## config.mk

```make
export PLATFORM = sky130hd
export DESIGN_NAME = sdram_write_buffer
export DESIGN_NICKNAME = d
export VERILOG_FILES = /design/src/rtl/sdram_write_buffer.sv
export SDC_FILE = /design/constraint.sdc
export NUM_CORES = 1
export LEC_CHECK = 0
export CAP_MARGIN = 10
export CORE_MARGIN = 2
export CORE_UTILIZATION = 45
export DETAILED_ROUTE_END_ITERATION = 8
export PLACE_DENSITY_LB_ADDON = 0.08
export SYNTH_ARGS = -nofsm -noshare
export SYNTH_HDL_FRONTEND = slang
export SYNTH_SLANG_ARGS = --single-unit
```

## constraint.sdc

```tcl
create_clock -name clk -period 3.4 [get_ports clk]
set_clock_uncertainty 0.1 [all_clocks]
set_input_delay 0.51 -clock clk [delete_from_list [all_inputs] [get_ports clk]]
set_output_delay 0.51 -clock clk [all_outputs]
set_load 0.01 [all_outputs]
```

## src/rtl/sdram_write_buffer.sv

```systemverilog
// rtl/sdram_write_buffer.sv - posted-write FIFO and read-ordering stage ahead of one SDRAM controller channel
module sdram_write_buffer #(
    parameter int DEPTH  = 4,
    parameter int ADDR_W = 27
) (
    input  logic              clk,
    input  logic              reset_n,
    input  logic              cpu_wr_req,
    input  logic              cpu_rd_req,
    input  logic [ADDR_W-1:0] cpu_addr,
    input  logic [31:0]       cpu_wdata,
    input  logic [3:0]        cpu_be,
    output logic [31:0]       cpu_rdata,
    output logic              cpu_rd_done,
    output logic              fifo_full,
    output logic              buf_idle,
    output logic              overflow,
    output logic              ram_req,
    output logic              ram_rnw,
    output logic [ADDR_W-1:0] ram_addr,
    output logic [31:0]       ram_din,
    output logic [3:0]        ram_be,
    input  logic              ram_ready,
    input  logic [31:0]       ram_dout
);

    localparam int PW = $clog2(DEPTH);
    localparam int CW = PW + 1;
    localparam logic [CW-1:0] DEPTH_C = CW'(DEPTH);

    typedef enum logic [1:0] {
        IDLE,
        WR_WAIT,
        RD_WAIT
    } state_t;

    state_t state, state_n;

    logic [ADDR_W-1:0] mem_addr [DEPTH];
    logic [31:0]       mem_data [DEPTH];
    logic [3:0]        mem_be   [DEPTH];

    logic [PW-1:0]     wr_ptr, rd_ptr;
    logic [CW-1:0]     count;
    logic [CW-1:0]     rd_ahead;
    logic              rd_pending;
    logic [ADDR_W-1:0] rd_addr;

    logic push, pop, issue_wr, issue_rd, rd_complete;

    // A full FIFO rejects the push even if the head pops this cycle.
    assign push      = cpu_wr_req && (count != DEPTH_C);
    assign fifo_full = (count == DEPTH_C);
    assign buf_idle  = (count == '0) && !rd_pending && (state == IDLE);

    always_comb begin
        state_n     = state;
        pop         = 1'b0;
        issue_wr    = 1'b0;
        issue_rd    = 1'b0;
        rd_complete = 1'b0;
        case (state)
            IDLE: begin
                if (rd_pending && (rd_ahead == '0)) begin
                    issue_rd = 1'b1;
                    state_n  = RD_WAIT;
                end else if (count != '0) begin
                    issue_wr = 1'b1;
                    state_n  = WR_WAIT;
                end
            end
            WR_WAIT: begin
                if (ram_ready) begin
                    pop     = 1'b1;
                    state_n = IDLE;
                end
            end
            RD_WAIT: begin
                if (ram_ready) begin
                    rd_complete = 1'b1;
                    state_n     = IDLE;
                end
            end
            default: state_n = IDLE;
        endcase
    end

    always_ff @(posedge clk) begin
        if (push) begin
            mem_addr[wr_ptr] <= cpu_addr;
            mem_data[wr_ptr] <= cpu_wdata;
            mem_be[wr_ptr]   <= cpu_be;
        end
    end

    always_ff @(posedge clk) begin
        if (!reset_n) begin
            state       <= IDLE;
            wr_ptr      <= '0;
            rd_ptr      <= '0;
            count       <= '0;
            rd_pending  <= 1'b0;
            rd_ahead    <= '0;
            rd_addr     <= '0;
            overflow    <= 1'b0;
            ram_req     <= 1'b0;
            ram_rnw     <= 1'b1;
            ram_addr    <= '0;
            ram_din     <= '0;
            ram_be      <= '0;
            cpu_rdata   <= '0;
            cpu_rd_done <= 1'b0;
        end else begin
            state <= state_n;
            if (push)
                wr_ptr <= wr_ptr + 1'b1;
            if (pop)
                rd_ptr <= rd_ptr + 1'b1;
            count <= count + CW'(push) - CW'(pop);
            if (cpu_wr_req && !push)
                overflow <= 1'b1;

            // rd_ahead counts the writes that must retire before the read may go.
            if (cpu_rd_req && !rd_pending) begin
                rd_pending <= 1'b1;
                rd_addr    <= cpu_addr;
                rd_ahead   <= count - CW'(pop) + CW'(push);
            end else if (rd_complete) begin
                rd_pending <= 1'b0;
            end else if (pop && rd_pending && (rd_ahead != '0)) begin
                rd_ahead <= rd_ahead - 1'b1;
            end

            ram_req <= issue_wr || issue_rd;
            if (issue_wr) begin
                ram_rnw  <= 1'b0;
                ram_addr <= mem_addr[rd_ptr];
                ram_din  <= mem_data[rd_ptr];
                ram_be   <= mem_be[rd_ptr];
            end else if (issue_rd) begin
                ram_rnw  <= 1'b1;
                ram_addr <= rd_addr;
            end

            cpu_rd_done <= rd_complete;
            if (rd_complete)
                cpu_rdata <= ram_dout;
        end
    end

endmodule
```

==> out/metrics.csv <==
stage,metric,value,unit
outcome,status,finished clean,
place,HPWL after DPL,19100,um
route,Routed Antenna Nets,0,
logic_synthesis,Syn Nets,1077,
floorplan,Cell Rows,65,
floorplan,Initial Util,0.455,
power,Clock power frac,0.303,
place,number of cells after detailed placement,1535,
cells_and_area,multi-input logic area,3600,sq um
clock_tree,TritonCTS clock tree,yes,
setup_path,CP Capture Type,primary output,
floorplan,core area,31500,sq um
logic_synthesis,post-synthesis simple-gate area fraction,0.0740,
logic_synthesis,mux contribution to synthesized area,0.0997,
power,share of power burned in registers,0.450,
route,Total Wirelength,31400,um
route,routed vias,8376,
sta,Slew @ Worst Pin,1000,ps
clock_tree,CTS root buf,clkbuf_16,
clock_tree,clk slew on worst S/H paths,60,ps
route,Vias/cell,5.19,
cells_and_area,ANT cells,0,
global_routing,number of global-route vias before repair,8685,
logic_synthesis,Adder-Cell Fraction of Synth Area,0.0101,
sta,TNS Setup,0,ps
cells_and_area,"commonest non-fill, non-tap cell in the layout",edfxtp_1,
clock_tree,CTS Hold Bufs,0,
cells_and_area,area grow syn2layout,26.0,%
setup_path,critical path endpoint,buf_idle,
sta,Max-slew headroom,0.329,
setup_path,"Largest stage delay, worst path",580,ps
power,Gate power share,0.247,
global_routing,initial antenna violation count,3,
clock_tree,Setup Buffers After CTS,0,
logic_synthesis,Compound-Gate Fraction of Synth Area,0.0611,
setup_path,"Largest delay share family, worst path",simple AND/OR/NAND/NOR gates,
power,Cell Int Power,9.92,mW
clock_tree,# clock sinks,393,
cells_and_area,nets@finish,1289,
setup_path,FF-to-FF Start,count[2],
logic_synthesis,Synth Warn #,0,
sta,Final min period,2690,ps
route,DR WL/cell,19.5,um
cells_and_area,Sequential cell area,10400,sq um
sta,Final period util,0.792,
worst_hold_path,Hold Path Class,flop to flop,
setup_path,CP Max Fanout,5,
global_routing,global-route wire length before repair,49100,um
sta,Setup Viol. Count Final,0,
route,# DRC,0,
logic_synthesis,cell count after synthesis,966,
logic_synthesis,post-synth cell types,39,
power,Sw Pwr,3.89,mW
setup_path,flop2flop setup slack,1050,ps
floorplan,die width,182,um
logic_synthesis,syn avg cell area,14.8,sq um
sta,RSZ-0062 raised after global routing,no,
sta,fmax,0.372,GHz
setup_path,crit path DAT,2080,ps
cells_and_area,# fillers,2534,
setup_path,critical path buffer and inverter count,1,
logic_synthesis,synthesized cell area,14300,sq um
setup_path,R2R Path End,rd_ahead[2],
floorplan,die area,33300,sq um
setup_path,worst path cell trace,"nor3_2, nand2_1, nor2_1, clkdlybuf4s50_1",
route,starting DRC count in detailed routing,530,
logic_synthesis,Synth Area in XOR/XNOR,0.00489,
global_routing,GRT Residual Overflow,0,
clock_tree,worst skew pair latency,520,ps
setup_path,Slowest cell on crit path,clkdlybuf4s50_1,
setup_path,reg2reg path depth,11,
power,maximum VDD drop,0.487,mV
run,Max-Cap Viols,0,
global_routing,GRT Total Usage,0.191,
cells_and_area,most frequent cells in the layout,"252 x edfxtp_1, 200 x clkdlybuf4s50_1, 194 x nand2_1, 138 x dfxtp_1, 100 x a21oi_1",
clock_tree,CTS Buf Count,43,
cells_and_area,share of cells above drive strength 1,0.129,
logic_synthesis,Synth area leader,edfxtp_1,
setup_path,Crit. Startpoint,count[1],
setup_path,Worst path depth,4,
route,DRT Pass-1 Iters,4,
setup_path,kind of critical path,flop to primary output,
clock_tree,Post-CTS Resized,0,
power,total power,13.8,mW
logic_synthesis,main combinational cell family by area after synthesis,multiplexers,
setup_path,CP startpoint kind,flop,
power,Sw Share,0.282,
logic_synthesis,Seq cells post-synth,393,
floorplan,io pins,201,
global_routing,largest net degree at the start of global routing,58,
power,PD cells,765,nW/um^2
global_routing,met3 Track Usage GR,0.0401,
logic_synthesis,top cell type's share of synthesized area,0.528,
logic_synthesis,Area contributors post-synth,"edfxtp_1 53%, dfxtp_1 20%, mux4_2 9.9%, nand2_1 5.1%, a21oi_1 3.5%",
logic_synthesis,"Seq/Total Area, Yosys",0.725,
cells_and_area,Final Instance Count excl. Fillers,1613,
floorplan,Die Y,182,um
setup_path,worst path required time,2790,ps
clock_tree,clock buffer depth,3,
global_routing,GR peak layer,met2,
place,Port Buf Inserts,200,
global_routing,M2 GR Usage,0.321,
sta,max-slew violations,0,
place,gpl congestion,0.708,
global_routing,met1 Use GR,0.255,
power,Pleak,5.97,nW
clock_tree,H-tree Lvls,2,
sta,endpoints failing hold,0,
## cell usage after synthesis, drive strengths merged
library cell  count
o32ai             1
xor2              3
nor2b             3
o21ai            29
fa                1
a21boi            1
nand2b            2
xnor2             5
nand3b            1
ha               10
nor3              2
buf              35
clkbuf           24
dfxtp           141
nand4b            1
nor4              1
and2             10
o22ai            27
edfxtp          252
mux4             63
o31a              1
nor2             39
nand2           195
inv               9
and4b             1
a221o             1
nand3             3
a21oi           100
o31ai             1
mux2i             1
o211ai            1
nor3b             2
## cell type report
type / count / area share
clock buffer: 62 / 0.0641
tap: 402 / 0.0278
inverter: 9 / 0.00201
clock inverter: 16 / 0.00561
timing repair buffer: 226 / 0.126
sequential: 393 / 0.575
multi-input combinational: 505 / 0.199
## worst reg2reg max path, cell delays in order (launching register included)
cell,delay [ps]
dfxtp_1,400
nor3b_2,280
nor2b_1,80
buf_4,170
xnor2_1,160
ha_1,160
inv_1,50
fa_1,370
xnor2_1,170
xnor2_1,150
nand3_1,100
o31ai_1,90
## worst min path at each step
stage,startpoint,cells past startpoint,slack [ps],end
3_5_place_dp,rd_addr[10],2,340,rd_addr[10]
5_1_grt,cpu_rdata[22],2,360,cpu_rdata[22]
3_3_place_gp,rd_addr[16],2,340,rd_addr[16]
6_report,rd_addr[0],2,350,rd_addr[0]
4_1_cts,rd_addr[10],2,350,rd_addr[10]
2_1_floorplan,rd_addr[0],2,330,rd_addr[0]
## per-stage QoR
stage / util / hold WS (ps) / worst slack (ps) / area [sq um]
after detailed placement: 0.534 / 344 / 687 / 16800
after CTS: 0.574 / 352 / 674 / 18100
after global routing: 0.574 / 365 / 592 / 18100
after global placement: 0.534 / 339 / 707 / 16800
after floorplan: - / 333 / 535 / 14300
final: 0.574 / 350 / 709 / 18100
## power by group through the flow
stage                     registers [mW]  clock network (mW)  logic (mW)
after floorplan                     6.39                   0        1.86
after global placement              6.31                   0        3.44
after detailed placement            6.32                   0        3.47
after CTS                           6.23                4.29        3.48
after global routing                6.31                4.49        3.74
final                               6.22                4.19        3.41
## sequential cells by signal (all words and copies together), names as in the netlist, 2 cells and up, named ones only
name	flops
cpu_rdata	32
rd_addr	27
rd_ptr	2
ram_addr	27
count	3
rd_ahead	3
mem_be	16
state	2
mem_data	128
ram_din	32
ram_be	4
mem_addr	108
wr_ptr	2
## cells by family (layout without fill, tap and decap cells)
logic type / after synthesis / count (layout)
buffers and inverters: 68 / 313
xor gates and xnor gates: 8 / 8
muxes: 64 / 64
AOI/OAI and AO/OA: 162 / 162
and+or+nand+nor: 260 / 260
DFF: 393 / 393
adders and majority gates: 11 / 11
## metal layers
metal,vias up,part of all wire
met5,-,0.00045
met4,2,0.019
met3,45,0.051
met2,196,0.49
met1,4163,0.43
li1,3970,-
(Power assumes the default switching activity.)
